## src/rtl/operand_fetch.sv

```systemverilog
// Operand fetch stage: reads two sources with writeback forwarding, tracks pending
// writers in a busy scoreboard, and holds one registered instruction for the next stage.
module operand_fetch #(
  parameter int DATA_W = 64
) (
  input  logic              clk,
  input  logic              rst,
  input  logic              inValid,
  output logic              inReady,
  input  logic [4:0]        inRegA,
  input  logic [4:0]        inRegB,
  input  logic [4:0]        inDest,
  input  logic              inWrEn,
  output logic [4:0]        rdAddrA,
  output logic [4:0]        rdAddrB,
  input  logic [DATA_W-1:0] rdDataA,
  input  logic [DATA_W-1:0] rdDataB,
  input  logic              wbWrite,
  input  logic [4:0]        wbAddr,
  input  logic [DATA_W-1:0] wbData,
  output logic              outValid,
  input  logic              outReady,
  output logic [DATA_W-1:0] outDataA,
  output logic [DATA_W-1:0] outDataB,
  output logic [4:0]        outDest,
  output logic              outWrEn,
  output logic [15:0]       stallCount
);

  logic [31:0]       busy_reg;
  logic [31:0]       busy_next;
  logic [31:0]       wb_clear;
  logic [31:0]       busy_eff;
  logic [31:0]       dest_set;
  logic              hazard;
  logic              accept;
  logic [DATA_W-1:0] fwd_a;
  logic [DATA_W-1:0] fwd_b;

  logic              out_valid_reg;
  logic [DATA_W-1:0] out_data_a_reg;
  logic [DATA_W-1:0] out_data_b_reg;
  logic [4:0]        out_dest_reg;
  logic              out_wr_en_reg;
  logic [15:0]       stall_reg;

  assign rdAddrA = inRegA;
  assign rdAddrB = inRegB;

  assign fwd_a = (wbWrite && (wbAddr == inRegA)) ? wbData : rdDataA;
  assign fwd_b = (wbWrite && (wbAddr == inRegB)) ? wbData : rdDataB;

  // busy_eff already excludes bits being written back this cycle, so a
  // same-cycle writeback releases the hazard immediately.
  genvar gi;
  generate
    for (gi = 0; gi < 32; gi++) begin : g_busy
      assign wb_clear[gi]  = wbWrite && (wbAddr == 5'(gi));
      assign busy_eff[gi]  = busy_reg[gi] & ~wb_clear[gi];
      assign dest_set[gi]  = accept && inWrEn && (inDest == 5'(gi));
      assign busy_next[gi] = dest_set[gi] | busy_eff[gi];
    end
  endgenerate

  assign hazard  = busy_eff[inRegA] | busy_eff[inRegB] | (inWrEn & busy_eff[inDest]);
  assign inReady = ~rst & ~hazard & (~out_valid_reg | outReady);
  assign accept  = inValid & inReady;

  always_ff @(posedge clk) begin
    if (rst) begin
      busy_reg       <= '0;
      out_valid_reg  <= 1'b0;
      out_data_a_reg <= '0;
      out_data_b_reg <= '0;
      out_dest_reg   <= '0;
      out_wr_en_reg  <= 1'b0;
      stall_reg      <= '0;
    end else begin
      busy_reg <= busy_next;
      if (accept) begin
        out_valid_reg  <= 1'b1;
        out_data_a_reg <= fwd_a;
        out_data_b_reg <= fwd_b;
        out_dest_reg   <= inDest;
        out_wr_en_reg  <= inWrEn;
      end else if (outReady) begin
        out_valid_reg <= 1'b0;
      end
      if (inValid && !inReady && (stall_reg != 16'hFFFF)) begin
        stall_reg <= stall_reg + 16'd1;
      end
    end
  end

  assign outValid   = out_valid_reg;
  assign outDataA   = out_data_a_reg;
  assign outDataB   = out_data_b_reg;
  assign outDest    = out_dest_reg;
  assign outWrEn    = out_wr_en_reg;
  assign stallCount = stall_reg;

endmodule

```

## config.mk

```make
export PLATFORM = sky130hd
export DESIGN_NAME = operand_fetch
export DESIGN_NICKNAME = d
export VERILOG_FILES = /design/src/rtl/operand_fetch.sv
export SDC_FILE = /design/constraint.sdc
export NUM_CORES = 1
export LEC_CHECK = 0
export CAP_MARGIN = 0
export CORE_MARGIN = 2
export CORE_UTILIZATION = 40
export DETAILED_ROUTE_END_ITERATION = 10
export GPL_ROUTABILITY_DRIVEN = 0
export PLACE_DENSITY = 0.73
export SYNTH_ARGS = -nofsm -noshare
export SYNTH_HDL_FRONTEND = slang
export SYNTH_SLANG_ARGS = --single-unit
```

## constraint.sdc

```tcl
create_clock -name clk -period 4.12 [get_ports clk]
set_input_delay 0.824 -clock clk [delete_from_list [all_inputs] [get_ports clk]]
set_output_delay 0.824 -clock clk [all_outputs]
set_load 0.005 [all_outputs]
```

; ---- Word-level counts from Yosys, hierarchy flattened
; Cells that the tools add are included.
[totals]
regBits = 183
latchBits = 0
mem_bits_rw = 0
rom_bits = 0
elab_cells = 265
n_memories = 0
[op_classes]
n_addsub = 1
n_mul = 0
n_div = 0
magnitude_cmp = 3
eq_ne = 65
shift = 0
mux = 10
bitwise = 106
reduce_logical = 73
[ops]
columns = operator, n
row1 = "equality test 5 bit, second input constant", 32
row2 = two-way mux 64 bit, 2
row3 = "equality test 5 x 4 -> 1 bit, second input constant", 16
row4 = logical AND 1 bit, 69
row5 = "equality test 5 x 3 -> 1 bit, second input constant", 8
row6 = AND 1 bit, 36
row7 = NOT 1 bit, 35
row8 = bitwise OR 1 bit, 35
row9 = "equality test 5 x 2 -> 1 bit, second input constant", 4
row10 = "less-than comparator 5 x 6 -> 1 bit, second input constant", 3
row11 = "adder 16 x 1 -> 16 bit, second input constant", 1
row12 = "!= test 16 bit, second input constant", 1
row13 = binary-select mux 1 bit (select 5 bit), 3
row14 = "equality test 5 x 1 -> 1 bit, second input constant", 2
row15 = equality test 5 bit, 2
row16 = logical NOT 5 bit, 2
row17 = two-way mux 1 bit, 5
row18 = nonzero test 2 bit, 1
row19 = logical NOT 1 bit, 1

; ---- Depth between registers and ports, before layout
; Gate-level depths: netlist of run 1.
[logic_depth]
word_depth = 15
ltp_mapped = 14

; ---- Least setup slack after synthesis of run 1
; No wires, ideal clock.
[synth_path]
kind = input to output
startpoint = in wbAddr[2]
endpoint = out inReady
arrival_ns = 2.655
setup_slack_ns = 0.641
path_stages = 7
path_buffers = 1
cell_sequence = buf_4 -> or4b_4 -> o21ai_1 -> mux4_2 -> o41ai_1 -> nor4b_4 -> and2_1
[synth_via]
elab_chain_len = 11
word_cells_on_any_way = 140
[synth_lines]
columns = element, line
row1 = "start, declared", 19  ; input logic [4:0] wbAddr,
row2 = "equality test 5 x 1 -> 1 bit, or another cell as far along", 58  ; assign wb_clear[gi] = wbWrite && (wbAddr == 5'(gi));
row3 = logical AND 1 bit, 58
row4 = NOT 1 bit, 59  ; assign busy_eff[gi] = busy_reg[gi] & ~wb_clear[gi];
row5 = AND 1 bit, 59
row6 = binary-select mux 1 bit (select 5 bit), 65  ; assign hazard = busy_eff[inRegA] | busy_eff[inRegB] | (inWrEn & busy_eff[inDest]);
row7 = two-way mux 1 bit (implied by the code), 65
row8 = bitwise OR 1 bit / AND 1 bit (equally long branches), 65
row9 = bitwise OR 1 bit (*), 65
row10 = NOT 1 bit (*), 66  ; assign inReady = ~rst & ~hazard & (~out_valid_reg | outReady);
row11 = AND 1 bit (*) (2 in series), 66
row12 = "end, declared", 9  ; output logic inReady,
; Every way passes the cells marked *; elsewhere a longest branch is shown, timed or not. The select of a mux whose other input is x is not followed.

; ---- Worst setup path after layout of run 1
[layout_path]
startpoint = in wbWrite
endpoint = out inReady
[layout_via]
elab_chain_len = 10
word_cells_on_any_way = 108
[layout_lines]
columns = element, line
row1 = "start, declared", 18  ; input logic wbWrite,
row2 = logical AND 1 bit, 58
row3 = NOT 1 bit, 59
row4 = AND 1 bit, 59
row5 = binary-select mux 1 bit (select 5 bit), 65
row6 = two-way mux 1 bit (implied by the code), 65
row7 = bitwise OR 1 bit / AND 1 bit (equally long branches), 65
row8 = bitwise OR 1 bit (*), 65
row9 = NOT 1 bit (*), 66
row10 = AND 1 bit (*) (2 in series), 66
; Marks and branches as above.

==> results of run 1 <==
[Yosys cell counts, types with 3 or more instances]
cell       count  share of area (%)
dfxtp_1      183                 36
nor2_1       163                6.1
mux2i_1      142                 14
a211oi_2     121                 15
clkbuf_1      53                2.0
nand2_1       27                1.0
o21ai_0       26                1.3
o22ai_1       26                1.6
buf_4         25                1.9
nor2b_1       19                1.2
o211ai_1      17                1.3
buf_2         15               0.74
nand3_1       15               0.74
mux2_2        14                1.6
buf_6         12                1.3
a211oi_1      11               0.82
and3_1        11               0.68
nand4_1       10               0.62
o21ai_1       10               0.50
xor2_1        10               0.87
a21oi_1        9               0.45
inv_1          7               0.26
nand2b_1       7               0.43
nor3_1         7               0.35
nor3b_1        6               0.45
a22oi_1        5               0.37
and2_1         5               0.31
o32ai_2        5               0.81
xnor2_1        5               0.43
mux4_2         4               0.89
nand4b_1       4               0.35
nor4_1         4               0.25
a32oi_1        3               0.26
buf_1          3               0.11
nand3_2        3               0.30
nand4bb_1      3               0.34
o2111ai_1      3               0.26
o311ai_0       3               0.26
o32ai_1        3               0.26
[per-stage QoR]
step	worst slack (ns)	cells	power, mW
global placement	-0.616	1781	3.12
CTS	0.0486	1815	4.74
finish	0.110	1819	4.70
global route	-0.0100	1819	4.90
detailed placement	-0.608	1781	3.15
floorplan	0.641	1032	2.50
[worst paths after layout]
path | startpoint | endpoint | slack [ns] | depth (start not counted)
setup / recovery | wbWrite | inReady | 0.11 | 10
hold / removal | outWrEn$_SDFFE_PP0P_ | outWrEn$_SDFFE_PP0P_ | 0.48 | 2
setup reg to reg | busy_reg[23]$_SDFF_PP0_ | busy_reg[5]$_SDFF_PP0_ | 0.90 | 12
hold reg to reg | outWrEn$_SDFFE_PP0P_ | outWrEn$_SDFFE_PP0P_ | 0.48 | 2
[critical path: cells and delay by family]
family | cells | cell delay, ns
buf+inv | 4 | 0.75
compound gates | 2 | 0.28
mux | 1 | 0.26
simple gates | 3 | 1.06
[layout by cell type (no fill, tap or decap), types with 5 or more instances in the layout]
| cell | instances |
|---|---|
| a211oi_1 | 11 |
| a21oi_1 | 9 |
| nor3_1 | 7 |
| clkbuf_16 | 17 |
| nand2_1 | 27 |
| o21ai_1 | 11 |
| mux2_2 | 14 |
| nand2b_1 | 6 |
| buf_12 | 16 |
| o211ai_1 | 17 |
| o22ai_1 | 26 |
| buf_4 | 135 |
| dfxtp_1 | 183 |
| nand3_1 | 15 |
| a211oi_2 | 121 |
| nor2_1 | 163 |
| o32ai_2 | 5 |
| clkinv_4 | 7 |
| and3_1 | 8 |
| nor2b_1 | 19 |
| inv_1 | 7 |
| xnor2_1 | 5 |
| xor2_1 | 10 |
| a22oi_1 | 5 |
| mux2i_1 | 142 |
| nand4_1 | 10 |
| o21ai_2 | 5 |
| o21ai_0 | 19 |
| nor3b_1 | 6 |
| clkdlybuf4s50_1 | 368 |
[what timing repair did]
item / CTS / global route
gates cloned: 1 / 0
setup buffers: 2 / 2
endpoints found under the setup margin: 1 / 1
pin swaps: 4 / 8
gates resized for setup: 33 / 19
[layout make-up]
cell class                      count  share of cell area (%)
Multi-Input combinational cell    734                    37.5
Timing Repair Buffer              532                    32.7
Sequential cell                   183                    23.3
Clock buffer                       18                    2.73
Tap cell                          330                    2.63
Clock inverter                     13                   0.901
Inverter                            7                   0.167
Antenna cell                        2                  0.0319
[kinds of logic (layout without fill, tap and decap cells)]
| family | after synthesis | count (layout) |
|---|---|---|
| mux | 161 | 161 |
| simple gates | 301 | 301 |
| other cells | 0 | 2 |
| compound gates | 256 | 256 |
| buf+inv | 115 | 570 |
| xor+xnor | 15 | 15 |
| flops | 183 | 183 |
| fa+ha+maj | 1 | 1 |
[report_power, final]
part           total, mW  internal, mW  switching, mW
Sequential          1.94          1.88         0.0575
Clock               1.58         0.801          0.780
Combinational       1.18         0.657          0.526
Total               4.70          3.34           1.36
[per-layer routing]
metal | wire [um] | vias up | part of all wire (%)
li1 | - | 4691 | -
met1 | 15000 | 4784 | 41
met2 | 17600 | 422 | 49
met3 | 2710 | 71 | 7.5
met4 | 958 | 0 | 2.6
met5 | 0 | - | 0
==> results.sh, run 1 <==
export IMPL_status="completed"
export IMPL_synth_top_family_by_area="compound AO/OA/AOI/OAI gates"
export IMPL_synthArstFlopShare_pct=0
export IMPL_vias=9968
export IMPL_synth_ff_type="dfxtp_1"
export IMPL_grt_busiest_layer="met2"
export IMPL_antenna_found_initial=2
export IMPL_cts_tree="yes"
export IMPL_design_area_um2=15700
export IMPL_synth_compound_area_share_pct=24.4
export IMPL_slowest_stage="or4b_4"
export IMPL_final_hold_viol_count=0
export IMPL_path_max_fanout=10
export IMPL_via_per_inst=5.48
export IMPL_dr_pass1_iters=6
export IMPL_initialDrtViolationCount=698
export IMPL_timing_worst_slew_pin_value_ns=1.06
export IMPL_critPathMaxStageDelay_ns=0.55
export IMPL_syn_area_um2=10100
export IMPL_wl_per_cell_um=19.9
export IMPL_synthXorXnorAreaFrac_pct=1.30
export IMPL_clk_latency_ns=0.43
export IMPL_synthMuxAreaShare_pct=16.7
export IMPL_place_area_um2=15000
export IMPL_fin_util_pct=62.9
export IMPL_coreArea_um2=25000
export IMPL_grt_pass1_vias=9876
export IMPL_clk_pin_slew_ns=0.07
export IMPL_num_rows=58
export IMPL_root_buffer="clkbuf_16"
export IMPL_use_met1_pct=32.1
export IMPL_critPathCaptureType="output port"
export IMPL_hold_path_class="reg -> reg"
export IMPL_holdBufCountCts=0
export IMPL_maxClockFrequency_ghz=0.249
export IMPL_die_h_um=163
export IMPL_synth_fp_nets=1251
export IMPL_multiInputGateArea_um2=5890
export IMPL_crit_top_cell="dlygate4sd2_1"
export IMPL_critPathArrivalTime_ns=3.19
export IMPL_yosys_warnings=0
export IMPL_fin_crit_sh_pct=97.3
export IMPL_grt_total_usage_pct=26.5
export IMPL_ant_nets=0
export IMPL_seqCellArea_um2=3660
export IMPL_io_buffer_count=379
export IMPL_chipWidth_um=163
export IMPL_num_io_pins=380
export IMPL_netlist_instances=1032
export IMPL_synth_seq_cells=183
export IMPL_seq_area_frac_synth_pct=36.3
export IMPL_dpl_hpwl_mm=27.8
export IMPL_nNetsFinal=1694
export IMPL_period_minus_slack_ns=4.01
export IMPL_setup_violations=0
export IMPL_postSynthAreaPerCell_um2=9.77
export IMPL_start_kind="input port"
export IMPL_worstPathCellList="dlygate4sd2_1 > buf_12 > or4b_4 > o21ai_4 > mux4_2 > o41ai_1 > buf_4 > nor4b_4 > and2_4 > dlygate4sd2_1"
export IMPL_max_vdd_ir_drop_uv=209
export IMPL_wl_mm=36.3
export IMPL_maxCapViolCount=0
export IMPL_skew_ns=0.0143
export IMPL_cellPowerDensity_nw_per_um2=299
export IMPL_setup_tns_final_ns=0
export IMPL_slew_headroom_pct=29.2
export IMPL_synthDistinctLibCells=65
export IMPL_synth_simple_gate_area_share_pct=14.9
export IMPL_slew_violations=0
export IMPL_grt_pass1_wl_mm=55.1
export IMPL_grt_max_degree=78
export IMPL_htreeDepth=4
export IMPL_drive_gt1_share_pct=24.4
export IMPL_drc=0
export IMPL_clock_sinks=183
export IMPL_leakagePower_nw=5.30
export IMPL_area_growth_pct=55.7
export IMPL_synth_edff_count=0
export IMPL_numCtsBuffers=17
export IMPL_clockBufferDepth=2
export IMPL_die_area_um2=26500
export IMPL_fin_hold_ws_ns=0.479
export IMPL_synthAdderAreaFrac_pct=0.124
export IMPL_critical_path_required_ns=3.30
export IMPL_grt_util_met3_pct=5.88
export IMPL_fillCellCount=2065
export IMPL_overflow=0
export IMPL_start_util_pct=40.4
export IMPL_path_class="in -> out"
export IMPL_grt_use_met2_pct=46.3
No activity file was read; power rests on OpenSTA's default activity.
==> run 2, diff against run 1 <==
Settings changed: CTS_BUF_LIST set to sky130_fd_sc_hd__clkbuf_8.
==> results.sh, run 2 (synthesis results as in run 1) <==
export IMPL_maxClockFrequency_ghz=0.248
export IMPL_clk_pin_slew_ns=0.10
export IMPL_root_buffer="clkbuf_8"
export IMPL_layout_common_cells="clkdlybuf4s50_1, dfxtp_1, nor2_1"
export IMPL_slew_headroom_pct=29.3
export IMPL_timing_worst_slew_pin_value_ns=1.06
export IMPL_start_util_pct=40.4
export IMPL_antenna_found_initial=2
export IMPL_dp_cells=1781
export IMPL_coreArea_um2=25000
export IMPL_initialDrtViolationCount=751
export IMPL_htreeDepth=4
export IMPL_setup_ws_ns=0.0878
export IMPL_overflow=0
export IMPL_ant_nets=0
export IMPL_via_per_inst=5.47
export IMPL_place_area_um2=15000
export IMPL_cts_tree="yes"
export IMPL_dpl_hpwl_mm=27.8
export IMPL_dr_pass1_iters=8
export IMPL_fillCellCount=2110
export IMPL_path_class="in -> out"
export IMPL_slowest_stage="clkdlybuf4s50_1"
export IMPL_slew_violations=0
export IMPL_grt_max_degree=78
export IMPL_period_minus_slack_ns=4.03
export IMPL_wl_mm=36.2
export IMPL_area_growth_pct=53.7
export IMPL_holdBufCountCts=0
export IMPL_status="completed"
export IMPL_fin_util_pct=62.1
export IMPL_worstPathCellList="clkdlybuf4s50_1 > nor3b_1 > nand3_1 > o22ai_1 > nor4_2 > buf_4 > o211ai_1 > nor4b_4 > and2_4 > dlygate4sd2_1"
export IMPL_setup_violations=0
export IMPL_grt_pass1_wl_mm=54.9
export IMPL_chipWidth_um=163
export IMPL_finalNonFillerCells=1819
export IMPL_clk_latency_ns=0.47
export IMPL_pre_cts_ws_ns=-0.608
export IMPL_start_kind="input port"
export IMPL_fin_hold_ws_ns=0.484
export IMPL_setup_tns_final_ns=0
export IMPL_layout_commonest_cell="clkdlybuf4s50_1"
export IMPL_grt_total_usage_pct=26.4
export IMPL_die_area_um2=26500
export IMPL_critPathCaptureType="output port"
export IMPL_hold_path_class="reg -> reg"
export IMPL_skew_ns=0.0203
export IMPL_drc=0
export IMPL_final_hold_viol_count=0
export IMPL_wl_per_cell_um=19.9
export IMPL_vias=9942
export IMPL_leakagePower_nw=5.21
export IMPL_critPathMaxStageDelay_ns=0.64
export IMPL_design_power_total_mw=4.30
export IMPL_grt_pass1_vias=9838
export IMPL_numCtsBuffers=17
export IMPL_clockBufferDepth=2
export IMPL_maxCapViolCount=0
export IMPL_design_area_um2=15500
export IMPL_io_buffer_count=379
export IMPL_num_io_pins=380
export IMPL_num_rows=58
export IMPL_critical_path_required_ns=3.30
export IMPL_die_h_um=163
export IMPL_drive_gt1_share_pct=24.4
export IMPL_critPathArrivalTime_ns=3.21
export IMPL_max_vdd_ir_drop_uv=170
export IMPL_cellPowerDensity_nw_per_um2=277
export IMPL_path_max_fanout=8
export IMPL_nNetsFinal=1694
export IMPL_fin_crit_sh_pct=97.9
export IMPL_clock_sinks=183
[run 2: cell types whose count changed in the layout (fill, tap and decap cells not counted)]
cell	previous run	this run
o21ai_1	11	10
clkbuf_8	1	18
inv_1	7	8
clkbuf_1	1	0
o21ai_0	19	20
clkdlybuf4s50_1	368	369
dlymetal6s2s_1	2	1
clkbuf_16	17	0
[run 2: area by class of cell]
| class | instances | area (um^2) | share of cell area (%) |
|---|---|---|---|
| Antenna cell | 2 | 5.00 | 0.0323 |
| Clock buffer | 17 | 234 | 1.51 |
| Clock inverter | 14 | 145 | 0.936 |
| Inverter | 7 | 26.3 | 0.169 |
| Multi-Input combinational cell | 734 | 5890 | 38.0 |
| Sequential cell | 183 | 3660 | 23.6 |
| Tap cell | 330 | 413 | 2.66 |
| Timing Repair Buffer | 532 | 5130 | 33.1 |
[run 2: final timing paths]
path / endpoint / depth (start not counted) / slack [ns] / from
setup / recovery: inReady / 10 / 0.09 / inRegA[2]
hold / removal: outWrEn$_SDFFE_PP0P_ / 2 / 0.48 / outWrEn$_SDFFE_PP0P_
setup reg to reg: busy_reg[5]$_SDFF_PP0_ / 12 / 0.93 / busy_reg[23]$_SDFF_PP0_
hold reg to reg: outWrEn$_SDFFE_PP0P_ / 2 / 0.48 / outWrEn$_SDFFE_PP0P_
[run 2: critical path, delay by kind of cell]
kind                   cells  cell delay, ns
AOI/OAI and AO/OA          2            0.21
buffers and inverters      3            1.03
and+or+nand+nor            5            1.13
[run 2: metal layers]
layer | track usage (%) | vias up | share of wire, %
met3 | 6.32 | 75 | 7.5
li1 | - | 4683 | -
met4 | 9.41 | 0 | 2.7
met5 | 0 | - | 0
met1 | 32.1 | 4747 | 41
met2 | 45.7 | 437 | 48
[run 2: what timing repair did]
action	4_1_cts	5_1_grt
setup endpoints to repair	1	1
cloned	1	0
pin swaps	4	8
buffers inserted	2	2
gates resized for setup	33	17
[run 2: report_power, final]
group / switching (mW) / total [mW] / leakage (nW) / internal [mW]
combinational: 0.526 / 1.18 / 3.52 / 0.657
sequential: 0.0573 / 1.94 / 1.49 / 1.88
clock: 0.735 / 1.18 / 0.194 / 0.443
total: 1.32 / 4.30 / 5.21 / 2.98
==> run 3, diff against run 2 <==
Settings changed: RECOVER_POWER set to 50.
==> results.sh, run 3 (synthesis results as in run 1) <==
export IMPL_crit_top_cell="buf_4"
export IMPL_vias=9959
export IMPL_layout_common_cells="clkdlybuf4s50_1, dfxtp_1, nor2_1"
export IMPL_grt_max_degree=78
export IMPL_power_share_sequential_pct=45.5
export IMPL_wl_mm=36.1
export IMPL_design_power_total_mw=4.25
export IMPL_setup_tns_final_ns=0
export IMPL_dpl_hpwl_mm=27.8
export IMPL_holdCritStartpoint="outWrEn$_SDFFE_PP0P_"
export IMPL_r2r_cells=12
export IMPL_netSwitchingPower_mw=1.31
export IMPL_period_minus_slack_ns=4.01
export IMPL_die_area_um2=26500
export IMPL_root_buffer="clkbuf_8"
export IMPL_path_class="in -> out"
export IMPL_hold_end="outWrEn$_SDFFE_PP0P_"
export IMPL_setup_ws_ns=0.111
export IMPL_initialDrtViolationCount=683
export IMPL_slowest_stage="clkdlybuf4s50_1"
export IMPL_worstPathCellList="clkdlybuf4s50_1 > buf_4 > buf_4 > xor2_1 > o31ai_1 > o21ai_0 > nor2_1 > nor4b_2 > a21oi_2 > and2_4 > dlygate4sd2_1"
export IMPL_swShare_pct=30.9
export IMPL_multiInputGateArea_um2=5880
export IMPL_via_per_inst=5.47
export IMPL_timing_worst_slew_pin_value_ns=1.07
export IMPL_r2r_end="busy_reg[5]$_SDFF_PP0_"
export IMPL_hold_path_class="reg -> reg"
export IMPL_grt_pass1_wl_mm=54.9
export IMPL_wl_per_cell_um=19.9
export IMPL_pre_cts_ws_ns=-0.608
export IMPL_internal_power_mw=2.93
export IMPL_clk_pin_slew_ns=0.10
export IMPL_pwr_share_comb_pct=26.8
export IMPL_clock_sinks=183
export IMPL_r2r_slack_ns=0.79
export IMPL_setup_violations=0
export IMPL_fin_util_pct=62.0
export IMPL_maxClockFrequency_ghz=0.249
export IMPL_layout_commonest_cell="clkdlybuf4s50_1"
export IMPL_critPathArrivalTime_ns=3.19
export IMPL_max_vdd_ir_drop_uv=169
export IMPL_r2r_start="busy_reg[23]$_SDFF_PP0_"
export IMPL_critical_path_required_ns=3.30
export IMPL_critPathMaxStageDelay_ns=0.60
export IMPL_worstHoldPathCells=2
export IMPL_path_max_fanout=5
export IMPL_dr_pass1_iters=7
export IMPL_status="completed"
export IMPL_die_h_um=163
export IMPL_antenna_found_initial=2
export IMPL_critPathCaptureType="output port"
export IMPL_cts_tree="yes"
export IMPL_maxCapViolCount=0
export IMPL_nNetsFinal=1694
export IMPL_drive_gt1_share_pct=24.1
export IMPL_num_io_pins=380
export IMPL_fillCellCount=2115
export IMPL_p_clk_share_pct=27.7
export IMPL_seqCellArea_um2=3660
export IMPL_io_buffer_count=379
export IMPL_clk_latency_ns=0.47
export IMPL_start_kind="input port"
export IMPL_skew_ns=0.0207
export IMPL_chipWidth_um=163
export IMPL_ant_nets=0
export IMPL_final_hold_viol_count=0
export IMPL_htreeDepth=4
export IMPL_grt_pass1_vias=9838
export IMPL_fin_crit_sh_pct=97.3
export IMPL_cellPowerDensity_nw_per_um2=274
export IMPL_leakagePower_nw=5.64
export IMPL_num_rows=58
export IMPL_slew_violations=0
export IMPL_drc=0
export IMPL_overflow=0
export IMPL_clockBufferDepth=2
export IMPL_numCtsBuffers=17
export IMPL_start_util_pct=40.4
export IMPL_area_growth_pct=53.5
export IMPL_slew_headroom_pct=28.6
export IMPL_grt_total_usage_pct=26.4
export IMPL_coreArea_um2=25000
==> run 3: cell types whose count changed in the layout (fill, tap and decap cells not counted) <==
cell / previous run / this run
a21oi_1: 9 / 10
a21oi_2: 2 / 1
buf_4: 135 / 132
clkbuf_1: 0 / 4
clkdlybuf4s50_1: 369 / 212
dlygate4sd3_1: 0 / 157
dlymetal6s2s_1: 1 / 0
==> run 3: power by group through the flow <==
stage                     Clock (mW)  Combinational [mW]  Sequential (mW)
after global routing            1.28                1.22             1.94
after floorplan                    0               0.516             1.98
after CTS                       1.22                1.18             1.94
after global placement             0                1.15             1.97
after detailed placement           0                1.17             1.98
final                           1.18                1.14             1.93
==> run 3: final cells by class <==
cell class              count  area share [%]
well taps                 330            2.67
multi-input cells         734            38.0
clock inverters            14           0.938
flip-flops and latches    183            23.7
inverters                   7           0.170
diodes                      2          0.0323
clock buffers              17            1.51
repair buffers            532            33.0
==> run 3: what timing repair did <==
action | in CTS | in global routing
gates resized for setup | 33 | 17
hold buffers | 0 | 0
endpoints found under the setup margin | 1 | 1
pin swaps | 4 | 8
setup buffers | 2 | 2
endpoints found under the hold margin | 0 | 0
gates cloned | 1 | 0
==> run 3: worst max-delay path, delay by kind of cell <==
family | cells | cell delay [ns]
buffers and inverters | 4 | 1.14
AND/OR/NAND/NOR | 3 | 0.57
AO/OA/AOI/OAI | 3 | 0.45
XOR/XNOR | 1 | 0.18
==> run 3: per-layer routing <==
metal,vias up,track usage [%],share of wire [%]
li1,4699,-,-
met2,442,45.7,48
met4,0,9.41,2.8
met3,76,6.32,7.3
met5,-,0,0
met1,4742,32.1,42
==> run 3: how the worst max path moves through the flow <==
stage / start / end / slack [ns] / cells past startpoint
after floorplan: wbAddr[2] / inReady / 0.64 / 7
after global placement: inRegA[0] / inReady / -0.62 / 11
after detailed placement: inRegA[0] / inReady / -0.61 / 11
after CTS: wbAddr[4] / inReady / 0.05 / 10
after global routing: wbWrite / inReady / -0.004 / 11
final: inDest[0] / inReady / 0.11 / 11
==> run 3: per-stage QoR <==
stage	instances	hold slack, ns	instance area, um^2
finish	1819	0.479	15500
global route	1819	0.528	15500
CTS	1815	0.487	15500
detailed placement	1781	0.470	15000
global placement	1781	0.462	15000
floorplan	1032	0.466	10100
